--- src/rtl/router_pkg.sv ---
// Shared router constants, output-port FSM state type and the one-hot helper.
package router_pkg;

    localparam int NPORTS = 5;
    localparam int IDX_W  = $clog2(NPORTS);

    localparam int PORT_L = 0;
    localparam int PORT_N = 1;
    localparam int PORT_E = 2;
    localparam int PORT_W = 3;
    localparam int PORT_S = 4;

    typedef enum logic {
        IDLE   = 1'b0,
        LOCKED = 1'b1
    } out_state_t;

    function automatic logic [NPORTS-1:0] onehot(input logic [IDX_W-1:0] idx);
        onehot = NPORTS'(1) << idx;
    endfunction

endpackage

--- src/rtl/out_port_arb.sv ---
// One output port: eligibility decode, round-robin scan, packet lock FSM,
// owner/pointer state and the registered RTS toward the downstream router.
module out_port_arb
    import router_pkg::*;
#(
    parameter int OUT_IDX = 0
) (
    input  logic                     clk_i,
    input  logic                     rst_i,
    input  logic [NPORTS-1:0]        req_i,
    input  logic [NPORTS*NPORTS-1:0] req_dst_i,
    input  logic [NPORTS-1:0]        req_tail_i,
    input  logic                     dcts_i,
    output logic [NPORTS-1:0]        grant_o,
    output logic [NPORTS-1:0]        xbar_sel_o,
    output logic                     rts_o
);

    out_state_t        state_q;
    logic [IDX_W-1:0]  owner_q;
    logic [IDX_W-1:0]  ptr_q;
    logic              rts_q;

    logic [NPORTS-1:0] elig;
    logic              found;
    logic [IDX_W-1:0]  pick;
    logic              xfer;
    logic              owner_req;
    logic              owner_tail;

    // Only an exactly one-hot destination naming this output qualifies.
    always_comb begin
        for (int i = 0; i < NPORTS; i++) begin
            elig[i] = req_i[i] &&
                      (req_dst_i[i*NPORTS +: NPORTS] == onehot(IDX_W'(OUT_IDX)));
        end
    end

    always_comb begin
        found = 1'b0;
        pick  = '0;
        for (int k = 1; k <= NPORTS; k++) begin
            int c;
            c = (int'(ptr_q) + k) % NPORTS;
            if (!found && elig[c]) begin
                found = 1'b1;
                pick  = IDX_W'(c);
            end
        end
    end

    assign owner_req  = req_i[owner_q];
    assign owner_tail = req_tail_i[owner_q];
    assign xfer       = (state_q == LOCKED) && rts_q && dcts_i;

    always_ff @(posedge clk_i) begin
        if (rst_i) begin
            state_q <= IDLE;
            owner_q <= '0;
            ptr_q   <= IDX_W'(NPORTS - 1);
            rts_q   <= 1'b0;
        end else begin
            case (state_q)
                IDLE: begin
                    if (found) begin
                        state_q <= LOCKED;
                        owner_q <= pick;
                        rts_q   <= 1'b1;
                    end else begin
                        rts_q   <= 1'b0;
                    end
                end
                LOCKED: begin
                    if (xfer && owner_tail) begin
                        state_q <= IDLE;
                        ptr_q   <= owner_q;
                        rts_q   <= 1'b0;
                    end else begin
                        // RTS drops for one cycle after every accepted flit.
                        rts_q   <= owner_req && !xfer;
                    end
                end
                default: begin
                    state_q <= IDLE;
                    rts_q   <= 1'b0;
                end
            endcase
        end
    end

    assign rts_o      = rts_q;
    assign xbar_sel_o = (state_q == LOCKED) ? onehot(owner_q) : '0;
    assign grant_o    = xfer ? onehot(owner_q) : '0;

endmodule

--- src/rtl/switch_allocator.sv ---
// Per-output switch allocator: one arbiter per output port, grants OR-merged
// back onto the input ports.
module switch_allocator
    import router_pkg::*;
(
    input  logic                     clk,
    input  logic                     rst,
    input  logic [NPORTS-1:0]        Req,
    input  logic [NPORTS*NPORTS-1:0] Req_dst,
    input  logic [NPORTS-1:0]        Req_tail,
    input  logic [NPORTS-1:0]        DCTS,
    output logic [NPORTS-1:0]        Grant,
    output logic [NPORTS*NPORTS-1:0] Xbar_sel,
    output logic [NPORTS-1:0]        RTS
);

    logic [NPORTS-1:0] grant_vec [NPORTS];

    for (genvar o = 0; o < NPORTS; o++) begin : g_out
        out_port_arb #(
            .OUT_IDX (o)
        ) u_arb (
            .clk_i      (clk),
            .rst_i      (rst),
            .req_i      (Req),
            .req_dst_i  (Req_dst),
            .req_tail_i (Req_tail),
            .dcts_i     (DCTS[o]),
            .grant_o    (grant_vec[o]),
            .xbar_sel_o (Xbar_sel[o*NPORTS +: NPORTS]),
            .rts_o      (RTS[o])
        );
    end

    // Stable destinations per packet keep at most one output granting an input.
    always_comb begin
        Grant = '0;
        for (int o = 0; o < NPORTS; o++) begin
            Grant = Grant | grant_vec[o];
        end
    end

endmodule
--- config.mk ---
export PLATFORM = sky130hd
export DESIGN_NAME = switch_allocator
export DESIGN_NICKNAME = d
export VERILOG_FILES = /design/src/rtl/router_pkg.sv /design/src/rtl/out_port_arb.sv /design/src/rtl/switch_allocator.sv
export SDC_FILE = /design/constraint.sdc
export NUM_CORES = 1
export LEC_CHECK = 0
export BUFFER_PORTS_ARGS = -buffer_cell sky130_fd_sc_hd__buf_2
export CORE_ASPECT_RATIO = 1.4
export CORE_MARGIN = 2
export CORE_UTILIZATION = 35
export CTS_CLUSTER_DIAMETER = 40
export CTS_CLUSTER_SIZE = 25
export DETAILED_ROUTE_END_ITERATION = 10
export RECOVER_POWER = 100
export REMOVE_ABC_BUFFERS = 1
export SYNTH_ARGS = -nofsm -noshare
export SYNTH_HDL_FRONTEND = slang
export SYNTH_SLANG_ARGS = --single-unit
--- constraint.sdc ---
create_clock -name clk -period 5.7 [get_ports clk]
set_input_delay 0.57 -clock clk [delete_from_list [all_inputs] [get_ports clk]]
set_output_delay 0.57 -clock clk [all_outputs]
set_load 0.02 [all_outputs]
==> results.yml, run 1 <==
worst_setup_path:
  arrival_ns: 5.12
  rr_startpoint: "g_out[3].u_arb.ptr_q[2]"
  critPathKind: "reg2reg"
  crit_buf_inv: 1
  slowest_stage: "dfxtp_1"
  critPathMaxStageDelay_ns: 0.73
  worst_setup_path_end_kind: "flip-flop"
  timing.rr.end: "g_out[3].u_arb.owner_q[0]"
  cp.depth: 16
  cp_cell_sequence: "inv_1 -> ha_1 -> o21ai_0 -> nand2_1 -> xnor2_1 -> ha_1 -> fa_1 -> nand4_1 -> xnor2_1 -> mux2i_1 -> o21ai_0 -> a21oi_1 -> nand4_1 -> o21bai_1 -> nor2b_1 -> nor3_1"
  crit_path_start: "g_out[3].u_arb.ptr_q[2]"
  r2r_setup_slack_ns: 0.73
  cpLargestDelayFamily: "compound AO/OA/AOI/OAI gates"
  crit_path_start_kind: "flip-flop"
  required_ns: 5.85
  path_max_fanout: 16
  reg2reg_depth: 16
  endpoint: "g_out[3].u_arb.owner_q[0]"
logic_synthesis:
  syn-cell-area_sq_um: 10400
  synth-edff-count: 0
  ys_top_cells_by_area: "ha_1 14%, dfxtp_1 7.7%, mux2i_1 4.6%"
  synthTopCellsByCount: "117 x nand2_1, 116 x ha_1, 107 x nor2_1"
  syn_area_per_cell_sq_um: 7.52
  synth_top_area_share_pct: 13.9
  yosysMostFrequentCell: "nand2_1"
  synth-simple-area-share_pct: 29.1
  async_flop_share_pct: 0
  yosysSeqAreaShare_pct: 7.67
  synth-xor-area-share_pct: 5.16
  yosys_most_used_dff: "dfxtp_1"
  synth_compound_area_share_pct: 25.8
  synthDistinctLibCells: 117
  synth_adder_area_share_pct: 14.9
  yosysWarningCount: 0
  ys_seq_elements: 40
  synth_top_family_by_area: "simple AND/OR/NAND/NOR gates"
  synthMuxAreaShare_pct: 10.7
  netlist_instances: 1388
  yosys.area.top_type: "ha_1"
sta:
  worst_pin_slew_ns: 0.855
  final_hold_viol_count: 0
  slew_viol_final: 0
  skew_ns: 0.00397
  maxSlewHeadroom_pct: 42.7
  fin_ws_ns: 0.733
  fmax_ghz: 0.201
  rsz0062_at_grt: "false"
  setup_violations: 0
  tns_ns: 0
  fin_crit_sh_pct: 87.1
  fin_crit_ns: 4.97
clock_tree:
  clkTransAtPathRegs_ns: 0.07
  cts-buffers-inserted: 5
  h-tree-depth: 2
  clk_path_buf_depth: 2
  clkSinkCount: 40
  insertion_delay_ns: 0.29
  root_buffer: "clkbuf_16"
  cts_resized: 0
  cts_setup_buffers: 0
  postCtsHoldBufs: 0
  cts_tree: "yes"
floorplanning:
  row_count: 74
  die_y_um: 208
  start_util_pct: 35.7
  ioPinCount: 77
  fp.dieW_um: 150
  dieArea_sq_um: 31200
  coreArea_sq_um: 29300
power_and_ir_drop:
  irDropWorstVdd_uv: 89.7
  switching_share_pct: 28.9
  power_leakage_nw: 4.29
  clkPwrFrac_pct: 44.2
  combPwrFrac_pct: 17.1
  power_switching_w: 0.000229
  p_total_w: 0.000792
  p_seq_share_pct: 38.7
  power_density_nw_per_um2: 71.0
  internal_power_w: 0.000563
global_route:
  globalRouteOverflowTotal: 0
  grt_max_degree: 38
  grt_util_all_layers_pct: 20.0
  grt_pass1_wl_um: 51400
  antenna_found_initial: 2
  grt_pass1_vias: 10100
routing:
  num_vias: 10700
  viasPerCell: 6.00
  wl_per_cell_um: 17.8
  drt_first_pass_iters: 5
  ant_nets: 0
  drcViolationCount: 0
  drt-total-wl_um: 32000
  drt_iter0_markers: 551
run_status:
  status: "finished clean"
layout:
  nets: 1570
  post-route-util_pct: 38.1
  drive_gt1_share_pct: 11.6
  syn2layout_area_growth_pct: 6.82
  instances_no_fill: 1791
placed_design:
  dp_hpwl_um: 25600
  dp_slack_ns: 0.935
  finalWeightedCongestion: 0.895
  post-place-cells: 1782
  portBuffers: 76
run:
  drv_cap: 0
worst_hold_path:
  hold_class: "reg2reg"
[stage by stage]
step                      instance area [sq um]  hold slack (ns)
after global routing                      11200            0.556
final                                     11200            0.528
after CTS                                 11200            0.525
after detailed placement                  11000            0.516
after floorplan                           10100            0.460
after global placement                    11000            0.506
[per-layer routing]
layer	global-route usage, %	vias to the layer above	routed length [um]
met5	0	-	31
met4	7.48	4	965
met3	2.04	61	1820
met2	34.7	308	15600
met1	25.3	5140	13500
li1	-	5225	-
[power by group through the flow]
stage                     clock (W)  sequential, W  combinational, W
after floorplan                   0       0.000308         0.0000772
after global placement            0       0.000312          0.000134
after detailed placement          0       0.000312          0.000135
after CTS                  0.000350       0.000306          0.000136
after global routing       0.000364       0.000308          0.000147
final                      0.000350       0.000306          0.000135
[state kept, by name, indices dropped and copies added, names as in the netlist]
register / flops
g_out.u_arb.owner_q: 15
g_out.u_arb.state_q: 5
g_out.u_arb.rts_o: 5
g_out.u_arb.ptr_q: 15
[how the worst min path moves through the flow]
stage                               from                        end  slack (ns)  depth (start not counted)
2_1_floorplan     g_out[3].u_arb.state_q     g_out[3].u_arb.state_q        0.46                          2
3_3_place_gp   g_out[0].u_arb.owner_q[2]  g_out[0].u_arb.owner_q[2]        0.51                          2
3_5_place_dp      g_out[3].u_arb.state_q     g_out[3].u_arb.state_q        0.52                          2
4_1_cts        g_out[0].u_arb.owner_q[2]  g_out[0].u_arb.owner_q[2]        0.52                          2
5_1_grt        g_out[0].u_arb.owner_q[2]  g_out[0].u_arb.owner_q[2]        0.56                          2
6_report       g_out[0].u_arb.owner_q[2]  g_out[0].u_arb.owner_q[2]        0.53                          2
[area by class of cell]
class	count	area, sq um
Sequential cell	40	801
Tap cell	380	475
Inverter	97	364
Clock inverter	2	38.8
Clock buffer	6	139
Fill cell	3072	18100
Antenna cell	1	2.50
Timing Repair Buffer	87	419
Multi-Input combinational cell	1178	8910
[placed cells by master (no fill, tap or decap), types with 11 or more instances in the layout]
| master | netlist | layout |
|---|---|---|
| nor2b_1 | 15 | 15 |
| mux2i_1 | 48 | 48 |
| nor2_1 | 107 | 107 |
| nand2_1 | 117 | 117 |
| nor3_1 | 45 | 45 |
| nand3_1 | 51 | 51 |
| a31oi_1 | 13 | 13 |
| o31ai_1 | 10 | 11 |
| nand2b_1 | 37 | 37 |
| a22oi_1 | 13 | 13 |
| dfxtp_1 | 40 | 40 |
| nand4_1 | 12 | 12 |
| a21oi_1 | 74 | 74 |
| nor4b_1 | 12 | 12 |
| o21ai_0 | 62 | 62 |
| nor4_1 | 19 | 20 |
| buf_2 | 11 | 41 |
| nand3b_1 | 20 | 20 |
| ha_1 | 116 | 116 |
| mux2_2 | 17 | 17 |
| o22ai_1 | 13 | 13 |
| nor3b_1 | 15 | 15 |
| mux4_2 | 20 | 20 |
| clkbuf_1 | 44 | 35 |
| or2_2 | 12 | 12 |
| o211ai_1 | 22 | 22 |
| a211oi_1 | 16 | 16 |
| and3_1 | 15 | 15 |
| inv_1 | 87 | 87 |
| xnor2_1 | 39 | 40 |
| buf_4 | 7 | 11 |
[worst min-delay path, cell delays in order, from the launching register on]
cell and delay (ns):
dfxtp_1 0.35, nand2b_1 0.08, a21oi_1 0.05
[cell families (layout without fill, tap and decap cells)]
logic type | Yosys count | in the layout
AOI/OAI and AO/OA | 370 | 370
xor gates and xnor gates | 53 | 53
adders and majority gates | 123 | 123
buffers and inverters | 170 | 192
DFF | 40 | 40
muxes | 85 | 85
other | 0 | 1
and+or+nand+nor | 547 | 547
No activity file was read; power rests on OpenSTA's default activity.
==> run 2, diff against run 1 <==
CELL_PAD_IN_SITES_DETAIL_PLACEMENT = 0   (was not set)
CELL_PAD_IN_SITES_GLOBAL_PLACEMENT = 1   (was not set)
CTS_CLUSTER_DIAMETER = not set   (was 40)
GPL_TIMING_DRIVEN = 0   (was not set)
PLACE_DENSITY_LB_ADDON = 0.1   (was not set)
==> run 2 against run 1 <==
Compared with the run above:
- worst setup slack worse by 0.29 ns
- routed wire length up 5.0%
- sequential share of layout area up 0.12 points
- final cell count down 0.67%
- register-to-register slack worse by 0.29 ns
- core utilization down 0.34 points
- clock skew up 0.0010 ns
- combinational power about the same
- final area down 0.89%
- largest power group is now registers
- highest routed layer is now met4
==> results.yml, run 2 (synthesis gave the netlist of run 1 again) <==
clock_tree:
  clkTransAtPathRegs_ns: 0.06
  insertion_delay_ns: 0.29
  clk_path_buf_depth: 2
  cts_setup_buffers: 0
  h-tree-depth: 2
  cts-buffers-inserted: 5
  postCtsHoldBufs: 0
  cts_tree: "yes"
  clkSinkCount: 40
  root_buffer: "clkbuf_16"
layout:
  nets: 1559
  post-route-util_pct: 37.8
  num_antenna_cells: 0
  syn2layout_area_growth_pct: 5.87
  layout_commonest_cell: "nand2_1"
  final_cell_mix: "117 x nand2_1, 115 x ha_1, 107 x nor2_1, 88 x inv_1, 74 x a21oi_1"
  reg_top3: "g_out.u_arb.owner_q (15), g_out.u_arb.ptr_q (15)"
  drive_gt1_share_pct: 11.4
floorplanning:
  ioPinCount: 77
  dieArea_sq_um: 31200
  row_count: 74
  coreArea_sq_um: 29300
  fp.dieW_um: 150
  die_y_um: 208
  start_util_pct: 35.7
power_and_ir_drop:
  power_leakage_nw: 4.23
  irDropWorstVdd_uv: 123
  power_density_nw_per_um2: 66.4
sta:
  setup_violations: 0
  fin_crit_ns: 5.26
  fin_crit_sh_pct: 92.2
  final_hold_viol_count: 0
  fin_ws_ns: 0.443
  holdWs_ns: 0.517
  slew_viol_final: 0
  fmax_ghz: 0.190
  worst_pin_slew_ns: 0.938
  skew_ns: 0.00502
  maxSlewHeadroom_pct: 37.5
  tns_ns: 0
  rsz0062_at_grt: "false"
worst_setup_path:
  cpLargestDelayFamily: "adder cells"
  critPathMaxStageDelay_ns: 0.97
  timing.rr.end: "g_out[2].u_arb.owner_q[0]"
  crit_top_cell: "ha_1"
  cp_cell_sequence: "inv_1 -> ha_1 -> ha_1 -> nor3_1 -> o22ai_1 -> xnor2_1 -> ha_1 -> nand2b_1 -> a41oi_1 -> xnor2_1 -> nand3_1 -> a31oi_1 -> nor3b_1 -> a21o_1 -> a221oi_1 -> a21boi_1"
  critPathKind: "reg2reg"
  crit_path_start_kind: "flip-flop"
  slowest_stage: "ha_1"
  path_max_fanout: 27
  cp.depth: 16
  reg2reg_depth: 16
  required_ns: 5.93
  r2r_setup_slack_ns: 0.44
  worst_setup_path_end_kind: "flip-flop"
  arrival_ns: 5.48
  crit_path_start: "g_out[2].u_arb.ptr_q[0]"
  crit_buf_inv: 1
  endpoint: "g_out[2].u_arb.owner_q[0]"
  rr_startpoint: "g_out[2].u_arb.ptr_q[0]"
global_route:
  grt_max_degree: 38
  globalRouteOverflowTotal: 0
  grt_pass1_vias: 10300
  grt_util_all_layers_pct: 21.1
  grt_pass1_wl_um: 53800
  antenna_found_initial: 0
routing:
  drt_first_pass_iters: 5
  drcViolationCount: 0
  drt-total-wl_um: 33600
  drt_iter0_markers: 510
  num_vias: 10500
  ant_nets: 0
  viasPerCell: 5.93
  wl_per_cell_um: 18.9
placed_design:
  dp_slack_ns: -0.143
  dp_hpwl_um: 26900
  portBuffers: 76
  finalWeightedCongestion: 0.838
worst_hold_path:
  min_from: "g_out[3].u_arb.state_q"
  hold_class: "reg2reg"
run:
  drv_cap: 0
run_status:
  status: "finished clean"
-- run 2: changes by cell type in the layout (fill, tap and decap cells not counted), sizes merged --
cell      delta
buf         -11
bufinv       -1
clkinv       -1
clkinvlp     +2
diode        -1
-- run 2: stage by stage --
step	power (W)	area [sq um]	cells
after global routing	0.000768	11100	1779
after floorplan	0.000386	10100	1315
after detailed placement	0.000450	11000	1771
final	0.000734	11100	1779
after global placement	0.000448	11000	1771
after CTS	0.000745	11100	1779
-- run 2: worst register-to-register path, cell delays in order (launching register included) --
cell and delay (ns):
dfxtp_2 0.69, inv_1 0.23, ha_1 0.97, ha_1 0.35, nor3_1 0.08, o22ai_1 0.26, xnor2_1 0.15, ha_1 0.30
nand2b_1 0.08, a41oi_1 0.19, xnor2_1 0.55, nand3_1 0.14, a31oi_1 0.36, nor3b_1 0.13, a21o_1 0.25, a221oi_1 0.29
a21boi_1 0.18
-- run 2: worst min path at each step --
stage                              to  slack [ns]  depth (start not counted)
2_1_floorplan  g_out[3].u_arb.state_q        0.46                          2
3_3_place_gp   g_out[3].u_arb.state_q        0.50                          2
3_5_place_dp   g_out[3].u_arb.state_q        0.50                          2
4_1_cts        g_out[3].u_arb.state_q        0.51                          2
5_1_grt        g_out[3].u_arb.state_q        0.55                          2
6_report       g_out[3].u_arb.state_q        0.52                          2
-- run 2: area by class of cell --
cell class / instances / area [sq um]
Clock buffer: 6 / 139
Clock inverter: 2 / 15.0
Fill cell: 3224 / 18200
Inverter: 97 / 364
Multi-Input combinational cell: 1178 / 8920
Sequential cell: 40 / 807
Tap cell: 380 / 475
Timing Repair Buffer: 76 / 337
-- run 2: power by group --
part | switching, W | internal (W)
logic | 0.0000809 | 0.0000550
registers | 0.0000181 | 0.000288
clock network | 0.000118 | 0.000174
total | 0.000217 | 0.000517
-- run 2: layer usage --
layer	part of all wire, %	global-route usage [%]
met1	44	26.6
met2	51	38.4
met3	2.7	1.12
met4	2.2	5.66
met5	0	0
-- run 2: what timing repair did --
action | in CTS | in global routing
gates resized for setup | 1 | 5
endpoints found under the setup margin | 3 | 22
pin swaps | 0 | 0
